[src/rtl/demo_pkg.sv]
// Shared constants for the demo display pipeline: scene count, scene index
// names, sequencer FSM encoding and the visible raster size.
package demo_pkg;

  localparam int NUM_SCENES = 11;

  // Scene indices as seen on background_state
  localparam logic [7:0] SOLID         = 8'd0;
  localparam logic [7:0] H_BARS        = 8'd1;
  localparam logic [7:0] V_BARS        = 8'd2;
  localparam logic [7:0] CHECKER       = 8'd3;
  localparam logic [7:0] GRAD_H        = 8'd4;
  localparam logic [7:0] GRAD_V        = 8'd5;
  localparam logic [7:0] GRID          = 8'd6;
  localparam logic [7:0] DIAG_POS      = 8'd7;
  localparam logic [7:0] DIAG_NEG      = 8'd8;
  localparam logic [7:0] DIAG_BOTH_POS = 8'd9;
  localparam logic [7:0] DIAG_BOTH_NEG = 8'd10;

  // Sequencer FSM encoding
  localparam logic [0:0] ST_AUTO   = 1'b0;
  localparam logic [0:0] ST_PAUSED = 1'b1;

  localparam int V_DISPLAY = 480;
  localparam int H_DISPLAY = 640;

  localparam logic [5:0] SOLID_COLOR_RST = 6'h30;

  // Next scene index, wrapping the last scene back to SOLID. The >= guard
  // also pulls any out-of-range value back into the legal set.
  function automatic logic [7:0] next_scene(input logic [7:0] cur, input int n);
    return (cur >= 8'(n - 1)) ? SOLID : cur + 8'd1;
  endfunction

endpackage

[src/rtl/btn_sync.sv]
// Two-flop synchronizer followed by a rising-edge detector.
//   clk, rst : clock and synchronous active-high reset
//   btn_raw  : asynchronous button level
//   rise     : one-cycle pulse per synchronized 0->1 transition
module btn_sync (
  input  logic clk,
  input  logic rst,
  input  logic btn_raw,
  output logic rise
);

  logic meta_q, meta_d;
  logic sync_q, sync_d;
  logic prev_q, prev_d;

  always_comb begin
    meta_d = btn_raw;
    sync_d = meta_q;
    prev_d = sync_q;
  end

  always_ff @(posedge clk) begin
    if (rst) begin
      meta_q <= 1'b0;
      sync_q <= 1'b0;
      prev_q <= 1'b0;
    end else begin
      meta_q <= meta_d;
      sync_q <= sync_d;
      prev_q <= prev_d;
    end
  end

  assign rise = sync_q & ~prev_q;

endmodule

[src/rtl/scene_sequencer.sv]
// Scene sequencer for the VGA demo. Picks the background scene once per
// frame, either cycling automatically after DWELL_FRAMES frames or stepping
// on a push-button, and slowly walks the solid colour while scene 0 shows.
//   clk, rst         : clock, synchronous active-high reset
//   vpos             : vertical raster position from the timing generator
//   auto_en          : 1 = automatic cycling, 0 = manual stepping
//   step_btn         : raw asynchronous step button
//   background_state : current scene index (registered)
//   solid_color      : {R,G,B} 2b each used by scene 0 (registered)
//   frame_strobe     : one-cycle pulse per frame start
//   scene_changed    : one-cycle pulse when background_state changes
module scene_sequencer
  import demo_pkg::*;
#(
  parameter int DWELL_FRAMES = 120,
  parameter int COLOR_DIV    = 30,
  parameter int NUM_SCENES   = demo_pkg::NUM_SCENES
) (
  input  logic       clk,
  input  logic       rst,
  input  logic [9:0] vpos,
  input  logic       auto_en,
  input  logic       step_btn,
  output logic [7:0] background_state,
  output logic [5:0] solid_color,
  output logic       frame_strobe,
  output logic       scene_changed
);

  logic [9:0] prev_vpos_q, prev_vpos_d;
  logic [7:0] bg_q, bg_d;
  logic [5:0] solid_q, solid_d;
  logic       strobe_q, strobe_d;
  logic       changed_q, changed_d;
  logic [0:0] state_q, state_d;
  logic [9:0] dwell_q, dwell_d;
  logic [9:0] color_cnt_q, color_cnt_d;
  logic       pend_q, pend_d;

  logic       step_rise;
  logic       frame_start;
  logic       advance;
  logic [7:0] bg_next;

  btn_sync u_btn_sync (
    .clk     (clk),
    .rst     (rst),
    .btn_raw (step_btn),
    .rise    (step_rise)
  );

  // prev_vpos resets to 0, so a reset taken while vpos is 0 cannot fake a
  // frame start; vpos must leave 0 and come back first.
  assign frame_start = (vpos == 10'd0) && (prev_vpos_q != 10'd0);
  assign bg_next     = next_scene(bg_q, NUM_SCENES);

  always_comb begin
    prev_vpos_d = vpos;
    bg_d        = bg_q;
    solid_d     = solid_q;
    strobe_d    = frame_start;
    changed_d   = 1'b0;
    state_d     = state_q;
    dwell_d     = dwell_q;
    color_cnt_d = color_cnt_q;
    advance     = 1'b0;
    // A step edge landing on the consuming frame start survives: the clear
    // only removes the old request, the new rise is OR-ed back in.
    pend_d      = (pend_q & ~frame_start) | step_rise;

    if (frame_start) begin
      // The decision this frame uses the mode latched at the previous frame
      // start; auto_en is sampled now for the next one.
      state_d = auto_en ? ST_AUTO : ST_PAUSED;

      if (state_q == ST_AUTO) begin
        // Expiry and a pending step together still give a single advance.
        if (dwell_q == 10'(DWELL_FRAMES - 1) || pend_q) begin
          advance = 1'b1;
          dwell_d = 10'd0;
        end else begin
          dwell_d = dwell_q + 10'd1;
        end
      end else begin
        advance = pend_q;
      end

      if (bg_q == SOLID) begin
        if (color_cnt_q == 10'(COLOR_DIV - 1)) begin
          solid_d     = solid_q + 6'd1;
          color_cnt_d = 10'd0;
        end else begin
          color_cnt_d = color_cnt_q + 10'd1;
        end
      end

      if (advance) begin
        bg_d      = bg_next;
        changed_d = (bg_next != bg_q);
        // Each visit to scene 0 starts a fresh colour period.
        if (bg_next == SOLID && bg_q != SOLID) color_cnt_d = 10'd0;
      end
    end
  end

  always_ff @(posedge clk) begin
    if (rst) begin
      prev_vpos_q <= 10'd0;
      bg_q        <= SOLID;
      solid_q     <= SOLID_COLOR_RST;
      strobe_q    <= 1'b0;
      changed_q   <= 1'b0;
      state_q     <= ST_AUTO;
      dwell_q     <= 10'd0;
      color_cnt_q <= 10'd0;
      pend_q      <= 1'b0;
    end else begin
      prev_vpos_q <= prev_vpos_d;
      bg_q        <= bg_d;
      solid_q     <= solid_d;
      strobe_q    <= strobe_d;
      changed_q   <= changed_d;
      state_q     <= state_d;
      dwell_q     <= dwell_d;
      color_cnt_q <= color_cnt_d;
      pend_q      <= pend_d;
    end
  end

  assign background_state = bg_q;
  assign solid_color      = solid_q;
  assign frame_strobe     = strobe_q;
  assign scene_changed    = changed_q;

endmodule

[config.mk]
export PLATFORM = sky130hd
export DESIGN_NAME = scene_sequencer
export DESIGN_NICKNAME = d
export VERILOG_FILES = /design/src/rtl/demo_pkg.sv /design/src/rtl/btn_sync.sv /design/src/rtl/scene_sequencer.sv
export SDC_FILE = /design/constraint.sdc
export NUM_CORES = 1
export LEC_CHECK = 0
export CORE_MARGIN = 4
export CORE_UTILIZATION = 31
export DETAILED_ROUTE_END_ITERATION = 10
export DONT_BUFFER_PORTS = 1
export MAX_ROUTING_LAYER = met4
export PLACE_DENSITY = 0.51
export SYNTH_ARGS = -nofsm -noshare
export SYNTH_HDL_FRONTEND = slang
export SYNTH_SLANG_ARGS = --single-unit
[constraint.sdc]
create_clock -name clk -period 2.4 [get_ports clk]
set_clock_uncertainty 0.2 [all_clocks]
set_input_delay 0.12 -clock clk [delete_from_list [all_inputs] [get_ports clk]]
set_output_delay 0.12 -clock clk [all_outputs]
set_load 0.02 [all_outputs]
==> results.txt <==
- The flow ran to the end, and the final reports show no timing, DRC or antenna violations.
* Placed standard-cell area: 2640 um^2
- Post-route clock period utilization: 0.953
- The clock reaches the later pin of the worst-skew pair after roughly 0.30 ns.
- Ratio of routed vias to standard cells: a little over 5
- In the final layout, flip-flops and latches occupy 1020 um^2.
- Average cell area after synthesis: about 8.9 um^2
* Synth Net Count: about 290
- The congestion estimate from routability-driven global placement came to approximately 0.82.
- The core region is around 7300 um^2.
- Before antenna repair, the detailed router went through 4 iterations.
- H-Tree Depth: 2
- Summed over all layers, the routed wires come to 5640 um.
- Grt met2 use: 0.221
* Dominant synthesized flop cell: sky130_fd_sc_hd__dfxtp_1
- The worst register-to-register path has a depth of 7.
- Part of the Yosys area used for sequential elements: 0.431
* Top Usage Layer GRT: met2
- For the final routed database, the setup TNS stands at 0 ns.
* Chip height: roughly 95 um
* Number of synthesized flops with an enable pin: 0
- Worst slew margin relative to its limit: 0.620
- The synthesized netlist occupies a cell area of ~2400 um^2.
* Grt met1 use: 0.179
* Post-layout net count: approximately 320
- Final setup viols: 0
- For the worst setup path, the data arrival time is between 2 and 2.5 ns.
- For this run, the total global-route usage over all layers was measured as 0.139.
- The synthesized design contains 51 register bits.
- Max-cap violations in this run came to 0.
* Minimum clock period after layout: approximately 2.3 ns
* Layout overhead on the synthesized area: 24.8%
* Asr flop ratio synth: 0
* Endpoint kind of the worst setup timing path: flop
- CTS buffer count: 5
- Maximum buffer depth of the clock tree: 2
- Global routing finished with a remaining overflow of 0.
* Final hold violation count: 0
- Filler instances: 730
- CTS saw 51 sinks.
* DR DRC count: 0
- Die footprint: 9100 um^2
- HPWL after detailed placement: just under 4000 um
* Via count of the first global-routing pass: between 2k and 2.5k
- Of all nets on the critical path, the largest fanout is 4.
- Number of warnings reported in the yosys synthesis log: 0
- Startpoint type of the worst setup path: flop
- Static timing analysis puts the maximum clock frequency at around 440 MHz.
- Clock-pin slew was measured on the worst setup and hold paths at approximately 0.090 ns.
- 0 antenna diodes ended up in the layout.
* Initial cell density of the core: 0.323
- Footprint of the multi-input gates: about 1300 um^2
- Entering global routing, the biggest net connects 41 pins.
- For this block, the via count after detailed routing is roughly 2k.
- The critical path in this run is classified as reg -> reg.
- 30 I/O pins were placed.
- Class of the most critical hold timing path: in -> reg
- Of the cells placed in the final design, the portion with a size suffix greater than 1 is 0.166.
* Data required, critical path: 2.44 ns
- Number of rows created at floorplan: 31
* Number of antenna violations at the first check in global routing: 0
* Number of port buffers: 0
* Post-route design area: ~3000 um^2
- TritonCTS built the clock tree.
- Met3 Usage GRT: 0.0331
- The worst hold path passes through 4 cells.
- Detailed Route Iter0 Violations: 59
- In this run the power density over the cells is between 500 and 600 nW/um^2.
- Detail-routed net length per standard cell: 14.1 um
- In this run the clock root is driven by a sky130_fd_sc_hd__clkbuf_8.
- Worst ir drop on vdd: approximately 0.25 mV
- Slew at the pin with the worst max-slew slack: approximately 0.57 ns
- The first global-routing pass estimated between 9000 and 10,000 um of wire.
- After technology mapping, the gate count stands at between 200 and 300.
* Post-synth cell types: 42
* Remaining antenna violation count after routing: 0
- In this run the static leakage power is roughly 1.1 nW.
- Die W: between 90 and 100 um
- Max-slew violations: 0
==> stage by stage <==
| stage | setup WS (ns) | utilization | std cells | hold slack (ns) | power, mW |
|---|---|---|---|---|---|
| after floorplan | 0.0518 | - | 265 | 0.0160 | 0.947 |
| after global placement | 0.0150 | 0.360 | 378 | -0.00695 | 0.953 |
| after detailed placement | -0.0813 | 0.360 | 378 | -0.00529 | 0.954 |
| after CTS | 0.00217 | 0.396 | 399 | 0.0628 | 1.58 |
| after global routing | -0.0328 | 0.403 | 400 | 0.0997 | 1.62 |
| final | 0.113 | 0.403 | 400 | 0.0654 | 1.56 |
==> cell families after synthesis <==
logic type,count (synthesis),synth area share
XOR/XNOR,10,0.0370
multiplexers,4,0.0174
AO/OA/AOI/OAI,33,0.0946
adder cells (fa/ha/maj),7,0.0370
AND/OR/NAND/NOR,142,0.353
flip-flops,51,0.431
buffers and inverters,18,0.0296
==> cells in the final DEF (no fill, tap or decap), types with 8 or more instances in the layout <==
| cell type | instances |
|---|---|
| sky130_fd_sc_hd__a21oi_1 | 8 |
| sky130_fd_sc_hd__a31oi_1 | 10 |
| sky130_fd_sc_hd__and3_1 | 8 |
| sky130_fd_sc_hd__buf_4 | 26 |
| sky130_fd_sc_hd__dfxtp_1 | 50 |
| sky130_fd_sc_hd__dlygate4sd3_1 | 13 |
| sky130_fd_sc_hd__nand2_1 | 18 |
| sky130_fd_sc_hd__nand3_1 | 13 |
| sky130_fd_sc_hd__nand4_1 | 13 |
| sky130_fd_sc_hd__nor2_1 | 27 |
| sky130_fd_sc_hd__nor2b_1 | 18 |
| sky130_fd_sc_hd__nor4_1 | 9 |
| sky130_fd_sc_hd__or3_1 | 9 |
| sky130_fd_sc_hd__xnor2_1 | 10 |
==> timing repair <==
action                                  in CTS  in global routing
endpoints found under the setup margin       8                 11
pin swaps                                    0                  2
gates resized for setup                      3                  8
setup buffers                                0                  1
hold buffers                                14                  0
endpoints found under the hold margin       42                  0
==> critical path: stages, from the launching register on <==
cell and delay [ns]:
sky130_fd_sc_hd__dfxtp_1 0.34, sky130_fd_sc_hd__inv_2 0.10, sky130_fd_sc_hd__ha_1 0.18, sky130_fd_sc_hd__or3b_2 0.51, sky130_fd_sc_hd__nor2_1 0.24, sky130_fd_sc_hd__nand4_1 0.15
sky130_fd_sc_hd__or3_1 0.33, sky130_fd_sc_hd__a31oi_1 0.16
==> state kept, by name, indices dropped and copies added (netlist names) <==
| name | count |
|---|---|
| scene_changed | 1 |
| u_btn_sync.prev_d | 1 |
| pend_q | 1 |
| background_state | 8 |
| solid_color | 6 |
| u_btn_sync.prev_q | 1 |
| u_btn_sync.meta_q | 1 |
| frame_strobe | 1 |
| state_q | 1 |
| color_cnt_q | 10 |
| dwell_q | 10 |
| prev_vpos_q | 10 |
==> cells in the mapped netlist, drive strengths merged, types with 2 or more instances <==
cell type  count  area share
dfxtp         51        0.43
inv            7       0.011
nor2          27       0.043
nand3         13       0.027
ha             7       0.037
xnor2         10       0.037
and3           8       0.021
clkbuf         9       0.014
mux2i          3       0.013
o31ai          2      0.0085
and4           4       0.015
nand2         18       0.029
buf            2      0.0042
nand3b         3      0.0095
or3            9       0.024
a41oi          2      0.0074
or4            2      0.0063
a21oi          8       0.017
nor4          14       0.055
o21ai          2      0.0042
a211oi         2      0.0063
nand4b         2      0.0074
nand4         14       0.043
a31oi         10       0.026
nor3           4      0.0085
and2           3      0.0079
nor2b         18       0.048
==> power by group <==
group / internal, mW / switching (mW)
registers: 0.867 / 0.0158
logic: 0.0419 / 0.0408
clock network: 0.305 / 0.286
==> final timing paths <==
path	start	endpoint	slack, ns
hold / removal	vpos[5]	scene_changed	0.07
setup reg to reg	background_state[0]	color_cnt_q[4]	0.11
setup / recovery	background_state[0]	color_cnt_q[4]	0.11
hold reg to reg	u_btn_sync.meta_q	u_btn_sync.prev_d	0.25
==> metal layers <==
| metal | routed length (um) | share of wire | up-vias |
|---|---|---|---|
| li1 | - | - | 1033 |
| met1 | 2680 | 0.48 | 977 |
| met2 | 2720 | 0.48 | 28 |
| met3 | 185 | 0.033 | 5 |
| met4 | 48 | 0.0085 | 0 |
| met5 | 0 | 0 | - |
==> layout make-up <==
class,instances,share of cell area
tap,99,0.0419
clock buffer,5,0.0233
sequential,51,0.346
multi-input combinational,196,0.451
clock inverter,2,0.0127
timing repair buffer,40,0.117
inverter,7,0.00889
Power figures use the tool's default switching activity.
